### src/rtl/bcd_updown_counter_pkg.sv
//==============================================================================
// Module  : bcd_updown_counter_pkg
// Brief   : Shared FSM encoding, digit limits and preset clamp for the counter.
// Revision: 1.0
//==============================================================================
`default_nettype none

package bcd_updown_counter_pkg;

    localparam logic [1:0]  C_ST_STOP  = 2'd0;
    localparam logic [1:0]  C_ST_RUN   = 2'd1;
    localparam logic [1:0]  C_ST_PAUSE = 2'd2;
    localparam logic [1:0]  C_ST_DONE  = 2'd3;

    localparam logic [3:0]  C_DIGIT_MAX        = 4'd9;
    localparam logic [15:0] C_UP_LIMIT_DEFAULT = 16'h9999;

    // Out-of-range preset digits saturate to the largest legal digit.
    function automatic logic [3:0] clamp_digit(input logic [3:0] d, input logic [3:0] max_d);
        clamp_digit = (d > max_d) ? max_d : d;
    endfunction

endpackage

`default_nettype wire

### src/rtl/bcd_digit_step.sv
//==============================================================================
// Module  : bcd_digit_step
// Brief   : Combinational single BCD digit increment/decrement with ripple carry.
// Revision: 1.0
//==============================================================================
`default_nettype none

module bcd_digit_step
    import bcd_updown_counter_pkg::*;
(
    input  logic [3:0] digit,
    input  logic       up,
    input  logic       down,
    input  logic       carry_in,
    output logic [3:0] next_digit,
    output logic       carry_out
);

    always_comb begin
        next_digit = digit;
        carry_out  = 1'b0;
        if (carry_in && up && !down) begin
            if (digit >= C_DIGIT_MAX) begin
                next_digit = 4'd0;
                carry_out  = 1'b1;
            end else begin
                next_digit = digit + 4'd1;
            end
        end else if (carry_in && down && !up) begin
            if (digit == 4'd0) begin
                next_digit = C_DIGIT_MAX;
                carry_out  = 1'b1;
            end else begin
                next_digit = digit - 4'd1;
            end
        end
    end

endmodule

`default_nettype wire

### src/rtl/bcd_updown_counter.sv
//==============================================================================
// Module  : bcd_updown_counter
// Brief   : Four-digit BCD up/down counter with run/pause/done control and preset.
// Revision: 1.0
//==============================================================================
`default_nettype none

module bcd_updown_counter
    import bcd_updown_counter_pkg::*;
#(
    parameter logic [15:0] UP_LIMIT  = C_UP_LIMIT_DEFAULT,
    parameter logic [3:0]  DIGIT_MAX = C_DIGIT_MAX
) (
    input  logic       clk,
    input  logic       rst_n,
    input  logic       tick,
    input  logic       increase_en,
    input  logic       decrease_en,
    input  logic       load,
    input  logic       start_pause,
    input  logic [3:0] preset0,
    input  logic [3:0] preset1,
    input  logic [3:0] preset2,
    input  logic [3:0] preset3,
    output logic [3:0] value0,
    output logic [3:0] value1,
    output logic [3:0] value2,
    output logic [3:0] value3,
    output logic       running,
    output logic       done
);

    logic [1:0]  r_state;
    logic [15:0] r_value;
    logic        r_running;
    logic        r_done;

    logic [1:0]  w_next_state;
    logic [15:0] w_next_value;
    logic [15:0] w_step_value;
    logic [3:0]  w_carry_in;
    logic [3:0]  w_carry_out;
    logic        w_step_en;
    logic        w_hold_terminal;

    assign w_step_en     = tick && (r_state == C_ST_RUN) && (increase_en ^ decrease_en);
    assign w_carry_in[0] = w_step_en;

    generate
        for (genvar gi = 0; gi < 4; gi++) begin : g_digit
            if (gi > 0) begin : g_ripple
                assign w_carry_in[gi] = w_carry_out[gi-1];
            end
            bcd_digit_step u_step (
                .digit      (r_value[4*gi +: 4]),
                .up         (increase_en),
                .down       (decrease_en),
                .carry_in   (w_carry_in[gi]),
                .next_digit (w_step_value[4*gi +: 4]),
                .carry_out  (w_carry_out[gi])
            );
        end
    endgenerate

    // A carry out of the MSD means 9999->0000 or 0000->9999; never allow the wrap.
    assign w_hold_terminal = (increase_en && (r_value == UP_LIMIT)) || w_carry_out[3];

    always_comb begin
        w_next_state = r_state;
        w_next_value = r_value;
        if (load) begin
            w_next_state = C_ST_STOP;
            w_next_value = {clamp_digit(preset3, DIGIT_MAX), clamp_digit(preset2, DIGIT_MAX),
                            clamp_digit(preset1, DIGIT_MAX), clamp_digit(preset0, DIGIT_MAX)};
        end else if (start_pause) begin
            case (r_state)
                C_ST_STOP:  w_next_state = C_ST_RUN;
                C_ST_RUN:   w_next_state = C_ST_PAUSE;
                C_ST_PAUSE: w_next_state = C_ST_RUN;
                default:    w_next_state = r_state;
            endcase
        end else if (w_step_en) begin
            if (w_hold_terminal) begin
                w_next_state = C_ST_DONE;
            end else begin
                w_next_value = w_step_value;
                if ((increase_en && (w_step_value == UP_LIMIT)) ||
                    (decrease_en && (w_step_value == 16'h0000))) begin
                    w_next_state = C_ST_DONE;
                end
            end
        end
    end

    always_ff @(posedge clk or negedge rst_n) begin
        if (!rst_n) begin
            r_state   <= C_ST_STOP;
            r_value   <= 16'h0000;
            r_running <= 1'b0;
            r_done    <= 1'b0;
        end else begin
            r_state   <= w_next_state;
            r_value   <= w_next_value;
            r_running <= (w_next_state == C_ST_RUN);
            r_done    <= (w_next_state == C_ST_DONE);
        end
    end

    assign value0  = r_value[3:0];
    assign value1  = r_value[7:4];
    assign value2  = r_value[11:8];
    assign value3  = r_value[15:12];
    assign running = r_running;
    assign done    = r_done;

endmodule

`default_nettype wire

### config.mk
export PLATFORM = sky130hd
export DESIGN_NAME = bcd_updown_counter
export DESIGN_NICKNAME = d
export VERILOG_FILES = /design/src/rtl/bcd_updown_counter_pkg.sv /design/src/rtl/bcd_digit_step.sv /design/src/rtl/bcd_updown_counter.sv
export SDC_FILE = /design/constraint.sdc
export NUM_CORES = 1
export LEC_CHECK = 0
export CAP_MARGIN = 30
export CORE_MARGIN = 2
export CORE_UTILIZATION = 45
export CTS_BUF_LIST = sky130_fd_sc_hd__clkbuf_4
export CTS_CLUSTER_DIAMETER = 150
export DETAILED_ROUTE_END_ITERATION = 10
export GPL_TIMING_DRIVEN = 1
export PLACE_DENSITY = 0.69
export SYNTH_ARGS = -nofsm -noshare
export SYNTH_HDL_FRONTEND = slang
export SYNTH_HIERARCHICAL = 1
export SYNTH_SLANG_ARGS = --single-unit
### constraint.sdc
create_clock -name clk -period 11.43 [get_ports clk]
set_input_delay 2.286 -clock clk [delete_from_list [all_inputs] [get_ports clk]]
set_output_delay 2.286 -clock clk [all_outputs]
set_load 0.005 [all_outputs]
* Word level (Yosys, flattened, before mapping) *
Cells that the tools add are included.

storage, ports and cells
  register bits after elaboration = 20
  output and inout bits = 18
  word-level logic and storage cells = 109

operators by class
  add/subtract/negate cells = 8
  order comparisons = 8
  equal/unequal tests = 8
  muxes and demuxes = 46
  bitwise gates (word level) = 1
  reduce and logical (&&, ||, !) cells = 34

operators with widths
  cell                                                                number
  4-bit two-way mux                                                   20
  16-bit two-way mux                                                  4
  16-bit == test, second input constant                               2
  1-bit logical AND                                                   21
  4-bit by 1-bit adder with 4-bit output, second input constant       4
  4-bit greater-or-equal comparator, second input constant            4
  4-bit greater-than comparator, second input constant                4
  16-bit zero test                                                    1
  4-bit zero test                                                     4
  1-bit two-way mux                                                   16
  4-bit by 1-bit subtractor with 4-bit output, second input constant  4
  2-bit two-way mux                                                   5
  2-bit by 1-bit == test with 1-bit output, second input constant     2
  2-bit == test, second input constant                                2
  2-bit inequality test, second input constant                        2
  2-bit case mux with 2 select lines                                  1
  3-bit AND reduction                                                 1
  1-bit zero test                                                     2
  2-bit zero test                                                     1
  1-bit logical OR                                                    2
  2-bit nonzero test                                                  1
  2-bit OR reduction                                                  1
  1-bit bitwise XOR                                                   1

* Longest topological paths before layout *
Gate-level depths: netlist (run 1).

  depth after elaboration = 28
  depth in mapped cells = 20
  depth with buffers taken out = 19

* Modules after synthesis *
Netlist (run 1), hierarchy kept.

by module, submodules not included
  module              instances  cells each  area an instance (µm²)  seq. area each (µm²)
  bcd_digit_step      4          41          329.1                   0.0
  bcd_updown_counter  1          108         1262.5                  500.5

* Worst setup path before layout (run 1) *
Ideal clock, no wire load.

  path kind = input -> register
  from = input port decrease_en
  to = register r_done (netlist: done)
  library setup time = 0.107 ns
  data arrival time = 6.123 ns
  required time = 11.323 ns
  path slack = 5.201 ns
  stages = 16
  path buffers = 0
  cell sequence = xor2_1 and3_2 and4bb_2 a31o_2 and4bb_2 a31o_2 and4bb_2 a31o_2 and3b_4 o211a_1 o32a_1 nand4bb_1 or3_4 a2111oi_4 o31ai_2 a2111oi_4

on the way
  longest elaborated chain between the ends = 27
  elaborated cells between the ends (all ways) = 47

RTL lines
  item                                  RTL line                                            RTL
  start: declaration                    bcd_updown_counter.sv:18                            input logic decrease_en,
  1-bit bitwise XOR *                   bcd_updown_counter.sv:46                            assign w_step_en = tick && (r_state == C_ST_RUN) && (increase_en ^ decrease_en);
  1-bit logical AND *                   bcd_updown_counter.sv:46
  net w_carry_in[0]                     bcd_updown_counter.sv:41                            logic [3:0] w_carry_in;
  1-bit logical AND (2 in a row)        bcd_digit_step.sv:29                                end else if (carry_in && down && !up) begin
  1-bit two-way mux                     bcd_digit_step.sv:29
  1-bit two-way mux *                   bcd_digit_step.sv:22                                if (carry_in && up && !down) begin
  net w_carry_in[1]                     bcd_updown_counter.sv:41
  1-bit logical AND (2 in a row)        bcd_digit_step.sv:29
  [2 not listed]                        --
  net w_carry_in[2]                     bcd_updown_counter.sv:41
  [4 not listed]                        --
  net w_carry_in[3]                     bcd_updown_counter.sv:41
  [4 not listed]                        --
  net w_step_value[14]                  bcd_updown_counter.sv:40                            logic [15:0] w_step_value;
  [1 not listed]                        --
  1-bit logical AND (on tied branches)  bcd_updown_counter.sv:87, bcd_updown_counter.sv:88
  1-bit logical OR *                    bcd_updown_counter.sv:87                            if ((increase_en && (w_step_value == UP_LIMIT)) ||
  2-bit two-way mux *                   bcd_updown_counter.sv:87
  2-bit two-way mux *                   bcd_updown_counter.sv:83                            if (w_hold_terminal) begin
  2-bit two-way mux *                   bcd_updown_counter.sv:82                            end else if (w_step_en) begin
  2-bit two-way mux *                   bcd_updown_counter.sv:75                            end else if (start_pause) begin
  2-bit two-way mux *                   bcd_updown_counter.sv:71                            if (load) begin
  2-bit == test *                       bcd_updown_counter.sv:105                           r_done <= (w_next_state == C_ST_DONE);
  end signal: assignment                bcd_updown_counter.sv:105
  end: declaration                      bcd_updown_counter.sv:36                            logic r_done;

The timed path passes the listed nets; every way through them passes the cells marked *.
A chain may end at the register's enable or synchronous reset.

* Worst setup path after layout (run 1) *
  from = input port increase_en
  to = register r_done (netlist: done)

on the way
  longest elaborated chain between the ends = 27
  elaborated cells between the ends (all ways) = 48

RTL lines
  item                                  RTL line                                            RTL
  start: declaration                    bcd_updown_counter.sv:17                            input logic increase_en,
  1-bit bitwise XOR *                   bcd_updown_counter.sv:46
  1-bit logical AND *                   bcd_updown_counter.sv:46
  net w_carry_in[0]                     bcd_updown_counter.sv:41
  1-bit logical AND (2 in a row)        bcd_digit_step.sv:29
  1-bit two-way mux                     bcd_digit_step.sv:29
  1-bit two-way mux *                   bcd_digit_step.sv:22
  net w_carry_in[1]                     bcd_updown_counter.sv:41
  1-bit logical AND (2 in a row)        bcd_digit_step.sv:29
  [2 not listed]                        --
  net w_carry_in[2]                     bcd_updown_counter.sv:41
  [4 not listed]                        --
  net w_carry_in[3]                     bcd_updown_counter.sv:41
  [4 not listed]                        --
  net w_step_value[14]                  bcd_updown_counter.sv:40
  [1 not listed]                        --
  1-bit logical AND (on tied branches)  bcd_updown_counter.sv:87, bcd_updown_counter.sv:88
  1-bit logical OR *                    bcd_updown_counter.sv:87
  2-bit two-way mux *                   bcd_updown_counter.sv:87
  2-bit two-way mux *                   bcd_updown_counter.sv:83
  2-bit two-way mux *                   bcd_updown_counter.sv:82
  2-bit two-way mux *                   bcd_updown_counter.sv:75
  2-bit two-way mux *                   bcd_updown_counter.sv:71
  2-bit == test *                       bcd_updown_counter.sv:105

Marked as above.

==> results by group, run 1 <==
Run status
  – Status: complete, no violations

Power
  – NetSw: 90.2 µW
  – Internal power: 164 µW
  – Overall power: 255 µW
  – Comb pwr share: 38.9%
  – Leakage power: 1.39 nW
  – Seq pwr share: 36.8%
  – VDD IR max: 0.0418 mV
  – Clock share of power: 24.3%
  – Sw Share: 35.4%
  – Power Density: 81.6 mW/mm²

STA
  – Final Hold Vio Count: 0
  – Slew headroom: 46.8%
  – Final setup fails: 0
  – RSZ-0062 raised after global routing: false
  – Period utilization: 60.6%
  – Final setup TNS: 0 ns
  – Max Slew Vio Count: 0
  – Clock skew: 0.00763 ns
  – Maximum clock frequency: 0.144 GHz
  – Final min period: 6.93 ns
  – Worst-Margin Slew: 0.794 ns

Die
  – Die width: 79.7 µm
  – Boundary pin count: 41
  – Site Rows: 27
  – Starting Density: 46.8%
  – Die ar.: 0.00635 mm²
  – Core area: 0.00551 mm²
  – Vert. Die Dim: 79.7 µm

Clock tree
  – Hold buffers post-CTS: 0
  – Clock sinks: 20
  – Htree depth: 1
  – Clock Latency Late Sink: 0.32 ns
  – Clock transition at path regs: 0.14 ns
  – CTS max path bufs: 2
  – Total CTS buffers: 3
  – Post-cts resize count: 0
  – Root Buffer Master: clkbuf_4
  – Setup Buffers After CTS: 0
  – CTS tree: done

Cells and area
  – Design area: 0.00312 mm²
  – Area Overhead vs Synth: 21.0%
  – Commonest non-fill, non-tap cell in the layout: clkdlybuf4s50_1
  – Core Util, Final: 56.7%
  – Most frequent cells in the layout: clkdlybuf4s50_1, dfrtp_1, inv_1, mux2i_1, ha_1
  – Layout cell share with drive strength beyond 1: 17.5%
  – Final nets: 355
  – Antenna Cells: 0
  – FILL cells: 496

Logic synthesis
  – Synthesized instance count: 272
  – Synth Area in Simple Gates: 30.0%
  – Synthesis-stage register bit count: 20
  – Synth top area share: 19.4%
  – Leading area contributor after synthesis: dfrtp_1
  – Main combinational cell family by area after synthesis: simple AND/OR/NAND/NOR gates
  – Number of synthesized flops with an enable pin: 0
  – Complex-gate fraction of the synthesized area: 26.4%
  – Yosys Warn Count: 6
  – Largest cells by area after synthesis: dfrtp_1, ha_1, mux2i_1
  – Xor/xnor share of the synthesized area: 0.340%
  – Mux share of post-synthesis cell area: 11.9%
  – Synthesized area: 0.00258 mm²
  – Syn_nets: 311
  – Sequential area share after synthesis: 19.4%
  – Mean post-synth cell area: 9.48 µm²
  – Ys flop type: dfrtp_1
  – Adder-cell share of the synthesized area: 7.76%
  – Library cells used by synthesis: 54
  – Asr flop ratio synth: 100%

Placement
  – Placer congestion estimate: 0.878
  – Post-DP Area: 0.00307 mm²
  – Port-buffer cells: 40
  – Dpl hpwl: 4.89 mm

Detailed routing
  – Final ANT Viol Nets: 0
  – DR iter-0 viols: 214
  – Vias: 2432
  – DRT Pass-1 Iters: 4
  – Drc violations: 0
  – WL/cell: 17.2 µm
  – Number of vias per cell: 6.28
  – Final wirelength: 6.65 mm

Global route
  – Largest net degree at the start of global routing: 40
  – Vias in the first global route: 2276
  – Total congestion overflow: 0
  – Antenna violations before repair: 0
  – Gr usage total: 21.4%
  – First-pass GRT wire length: 11.1 mm

Worst setup path
  – Kind of critical path: in2reg
  – Startpoint types: primary input
  – Crit path DAT: 7.16 ns
  – CP Data Required Time: 11.66 ns
  – CP max FO: 39
  – Worst Setup End Kind: register

Run
  – Maxcap violations: 0

Min path
  – Worst hold path class: reg2reg
-- per-layer routing --
layer	part of all wire [%]	track usage, %	up-vias
met4	0.57	5.52	0
met1	48	32.0	1189
met2	47	32.9	68
li1	-	-	1169
met3	4.3	1.81	6
met5	0	0	-
-- worst max-delay path: stages --
cell and delay (ns):
clkdlybuf4s50_1 0.45, buf_4 0.31, xor2_1 0.10, and3_2 0.30, and4bb_2 0.27, a31o_2 0.31, and4bb_2 0.26, a31o_2 0.31
and4bb_2 0.26, a31o_2 0.31, and3b_4 0.23, o211a_1 0.12, o32a_1 0.33, nand4bb_1 0.20, or3_4 0.39, a2111oi_4 0.30
o31ai_2 0.14, a2111oi_4 0.27
-- worst paths after layout --
check | from | to | slack, ns | cells past startpoint
setup / recovery | increase_en | done$_DFF_PN0_ | 4.50 | 18
setup reg to reg | r_value[0]$_DFFE_PN0P_ | done$_DFF_PN0_ | 6.54 | 17
min in group asynchronous | rst_n | r_state[0]$_DFF_PN0_ | 2.31 | 1
hold reg to reg | r_state[1]$_DFF_PN0_ | r_state[1]$_DFF_PN0_ | 0.66 | 2
max in group asynchronous | rst_n | r_value[6]$_DFFE_PN0P_ | 8.63 | 2
hold / removal | r_state[1]$_DFF_PN0_ | r_state[1]$_DFF_PN0_ | 0.66 | 2
-- power by group through the flow --
stage          registers (mW)  clock network (mW)  logic [mW]
2_1_floorplan          0.0901                   0      0.0589
3_3_place_gp           0.0946                   0      0.0973
3_5_place_dp           0.0946                   0      0.0980
4_1_cts                0.0933              0.0643      0.0985
5_1_grt                0.0954              0.0671       0.108
6_report               0.0937              0.0620      0.0990
-- sequential cells by signal (all words and copies together), names as in the netlist --
signal and count:
running 1, r_state 2, done 1, r_value 16
-- per-stage QoR --
step / setup slack (ns) / hold WS, ns / instances
6_report: 4.50 / 0.664 / 387
5_1_grt: 4.28 / 0.718 / 387
4_1_cts: 4.53 / 0.674 / 387
3_5_place_dp: 4.18 / 0.637 / 383
3_3_place_gp: 4.29 / 0.639 / 382
2_1_floorplan: 5.20 / 0.594 / 272
-- Yosys cell counts, types with 6 or more instances --
cell / count
a21oi_1: 13
a31o_2: 8
and3b_1: 8
and4bb_2: 6
dfrtp_1: 20
ha_1: 16
inv_1: 18
mux2_2: 9
mux2i_1: 16
nand2_1: 8
nand2b_1: 12
nand3_1: 6
nor2_1: 6
nor3_1: 9
o211a_1: 8
o21ai_0: 13
-- kinds of logic (layout without fill, tap and decap cells) --
logic type	Yosys count	in the layout
simple gates	100	100
xor+xnor	1	1
mux	28	28
fa+ha+maj	16	16
buf+inv	23	66
flops	20	20
compound gates	84	84
-- area by class of cell --
class / count / area (µm²) / share of cell area (%)
Tap cell: 72 / 90.1 / 2.89
Clock inverter: 1 / 30.0 / 0.962
Inverter: 18 / 67.6 / 2.17
Sequential cell: 20 / 500 / 16.0
Clock buffer: 3 / 22.5 / 0.722
Timing Repair Buffer: 44 / 438 / 14.0
Multi-Input combinational cell: 229 / 1970 / 63.2
Note: power is estimated with default switching activity, not from simulation.
==> inputs of run 2 (changes only) <==
Settings changed: PLACE_DENSITY 0.69 to 0.72.
Clock period 11.43 ns to 5.8 ns, I/O delays scaled along.
==> run 2 against run 1 <==
Effect of this change:
- total power is 100% higher
- critical path type unchanged
- register-to-register slack lost 5.5 ns
- sequential share of layout area down 0.23 points
- via count rose by 2.2%
- highest routed layer unchanged
- clock power rose by 100%
- cell area grew 1.4%
- worst hold slack improved by 0.035 ns
- largest cell class unchanged
- utilization grew 0.82 points
- setup slack lost 4.0 ns
- wire length is 5.5% higher
==> results by group, run 2 (synthesized netlist as in run 1, its figures left out) <==
Run status
  – Status: complete, no violations

STA
  – RSZ-0062 raised after global routing: false
  – Max Slew Vio Count: 0 (unchanged)
  – Slew headroom: 62.6% (+16 points)
  – Period utilization: 91.9%
  – Final setup fails: 0 (unchanged)
  – Final hold slack: 0.700 ns (+0.0354 ns)
  – Final worst setup slack: 0.471 ns (-4.03 ns)
  – Final setup TNS: 0 ns (unchanged)
  – Final Hold Vio Count: 0 (unchanged)
  – Maximum clock frequency: 0.188 GHz
  – Worst-Margin Slew: 0.558 ns (-0.237 ns)
  – Final min period: 5.33 ns
  – Clock skew: 0.00220 ns (-0.00544 ns)

Detailed routing
  – Number of vias per cell: 6.33 (+0.66%)
  – Final ANT Viol Nets: 0 (unchanged)
  – DRT Pass-1 Iters: 4 (unchanged)
  – WL/cell: 17.9 µm (+3.9%)
  – Vias: 2486 (+2.2%)
  – Final wirelength: 7.02 mm (+5.5%)
  – DR iter-0 viols: 236 (+10%)
  – Drc violations: 0 (unchanged)

Worst setup path
  – Cell Chain, Critical Path: clkdlybuf4s50_1, xor2_1, and3_2, and4bb_2, a31o_2, and4bb_2, a31o_2, and4bb_2, a31o_2, and3b_4, o211a_1, o32a_1, nand4bb_1, or3_4, a2111oi_4, o31ai_2, a2111oi_4
  – CP max FO: 9 (-77%)
  – R2R Path End: done$_DFF_PN0_
  – Internal reg-to-reg setup slack: 1.01 ns (-5.53 ns)
  – Worst path top cell family by delay: compound AO/OA/AOI/OAI gates
  – CP Data Required Time: 6.03 ns (-5.63 ns)
  – Startpoint types: primary input
  – Critical path's largest stage delay: 0.43 ns (-0.02 ns)
  – Worst Setup End Kind: register
  – Kind of critical path: in2reg
  – Worst reg-to-reg path cell count: 17 (unchanged)
  – Worst reg2reg path startpoint: r_value[0]$_DFFE_PN0P_
  – Crit path DAT: 5.56 ns (-1.60 ns)
  – CP bufs+invs: 1 (-1)
  – Worst Setup SP: decrease_en
  – Crit path max-delay cell type: clkdlybuf4s50_1

Power
  – VDD IR max: 0.100 mV (+140%)
  – Leakage power: 1.42 nW (+2.2%)
  – Power Density: 161 mW/mm² (+97%)

Die
  – Boundary pin count: 41 (unchanged)
  – Site Rows: 27 (unchanged)
  – Die ar.: 0.00635 mm² (unchanged)
  – Vert. Die Dim: 79.7 µm (unchanged)
  – Starting Density: 46.8% (unchanged)
  – Core area: 0.00551 mm² (unchanged)
  – Die width: 79.7 µm (unchanged)

Min path
  – Worst min-delay path endpoint: r_state[1]$_DFF_PN0_
  – Hold Path Depth: 2 (unchanged)
  – Hold_sp: r_state[1]$_DFF_PN0_
  – Worst hold path class: reg2reg

Clock tree
  – CTS tree: done
  – Post-cts resize count: 0 (unchanged)
  – Htree depth: 1 (unchanged)
  – Root Buffer Master: clkbuf_4
  – Clock sinks: 20 (unchanged)
  – Clock transition at path regs: 0.14 ns (about the same)
  – Setup Buffers After CTS: 0 (unchanged)
  – CTS max path bufs: 2 (unchanged)
  – Hold buffers post-CTS: 0 (unchanged)
  – Clock Latency Late Sink: 0.32 ns (about the same)
  – Total CTS buffers: 3 (unchanged)

Global route
  – Vias in the first global route: 2301 (+1.1%)
  – Gr usage total: 22.6% (+1.2 points)
  – Antenna violations before repair: 0 (unchanged)
  – First-pass GRT wire length: 11.4 mm (+3.0%)
  – Largest net degree at the start of global routing: 38 (-5.0%)
  – Total congestion overflow: 0 (unchanged)

Cells and area
  – Largest register FFs: 16 (unchanged)
  – Most frequent cells in the layout: clkdlybuf4s50_1, dfrtp_1, inv_1, mux2i_1, ha_1
  – Area Overhead vs Synth: 22.8%
  – Fin cells: 393 (+1.6%)
  – Commonest non-fill, non-tap cell in the layout: clkdlybuf4s50_1
  – Layout cell share with drive strength beyond 1: 19.0% (+1.5 points)
  – Top reg by flops: r_value
  – Final nets: 361 (+1.7%)
  – Top flop regs: r_value: 16 flops, r_state: 2 flops
  – Antenna Cells: 0 (unchanged)

Placement
  – Dpl ws: 0.149 ns (-4.03 ns)
  – Port-buffer cells: 40 (unchanged)
  – Placed Cells: 388 (+1.3%)
  – Placer congestion estimate: 0.885 (+0.81%)
  – Dpl hpwl: 5.09 mm (+4.2%)

Run
  – Maxcap violations: 0 (unchanged)
## run 2: layer usage
metal	share of wire, %	GRT usage [%]	wire length, µm
met3	6.4	2.04	447
met1	44	31.3	3120
met2	47	37.3	3310
met4	2.1	6.38	147
met5	0	0	0
## run 2: layout make-up
| class | instances | area, µm² |
|---|---|---|
| Clock inverter | 1 | 30.0 |
| Timing Repair Buffer | 50 | 483 |
| Clock buffer | 3 | 22.5 |
| Sequential cell | 20 | 500 |
| Multi-Input combinational cell | 229 | 1970 |
| Inverter | 18 | 67.6 |
| Fill cell | 492 | 2340 |
| Tap cell | 72 | 90.1 |
## run 2: worst min-delay path, stage by stage (launching register included)
cell and delay (ns):
dfrtp_1 0.47, o31ai_2 0.15, inv_1 0.07
## run 2: how the worst max path moves through the flow
| stage | endpoint | slack (ns) | cells past startpoint |
|---|---|---|---|
| global route | done$_DFF_PN0_ | 0.28 | 17 |
| detailed placement | done$_DFF_PN0_ | 0.15 | 17 |
| global placement | done$_DFF_PN0_ | 0.23 | 17 |
| finish | done$_DFF_PN0_ | 0.47 | 17 |
| floorplan | done$_DFF_PN0_ | 0.70 | 16 |
| CTS | done$_DFF_PN0_ | 0.50 | 17 |
## run 2: stage by stage
step | power, mW | cell area (µm²) | utilization (%)
6_report | 0.509 | 3170 | 57.5
5_1_grt | 0.538 | 3170 | 57.5
4_1_cts | 0.509 | 3150 | 57.2
3_5_place_dp | 0.383 | 3100 | 56.3
3_3_place_gp | 0.380 | 3100 | 56.3
2_1_floorplan | 0.294 | 2580 | -
## run 2: report_power, final
| group | switching, mW | total (mW) | internal, mW |
|---|---|---|---|
| Combinational | 0.0964 | 0.201 | 0.104 |
| Sequential | 0.0321 | 0.184 | 0.152 |
| Clock | 0.0544 | 0.124 | 0.0699 |
==> inputs of run 3 (changes only) <==
Settings changed: ABC_AREA from default to 0.
==> results of run 3 <==
The final DEF is identical to that of run 2; final timing and power are the same.
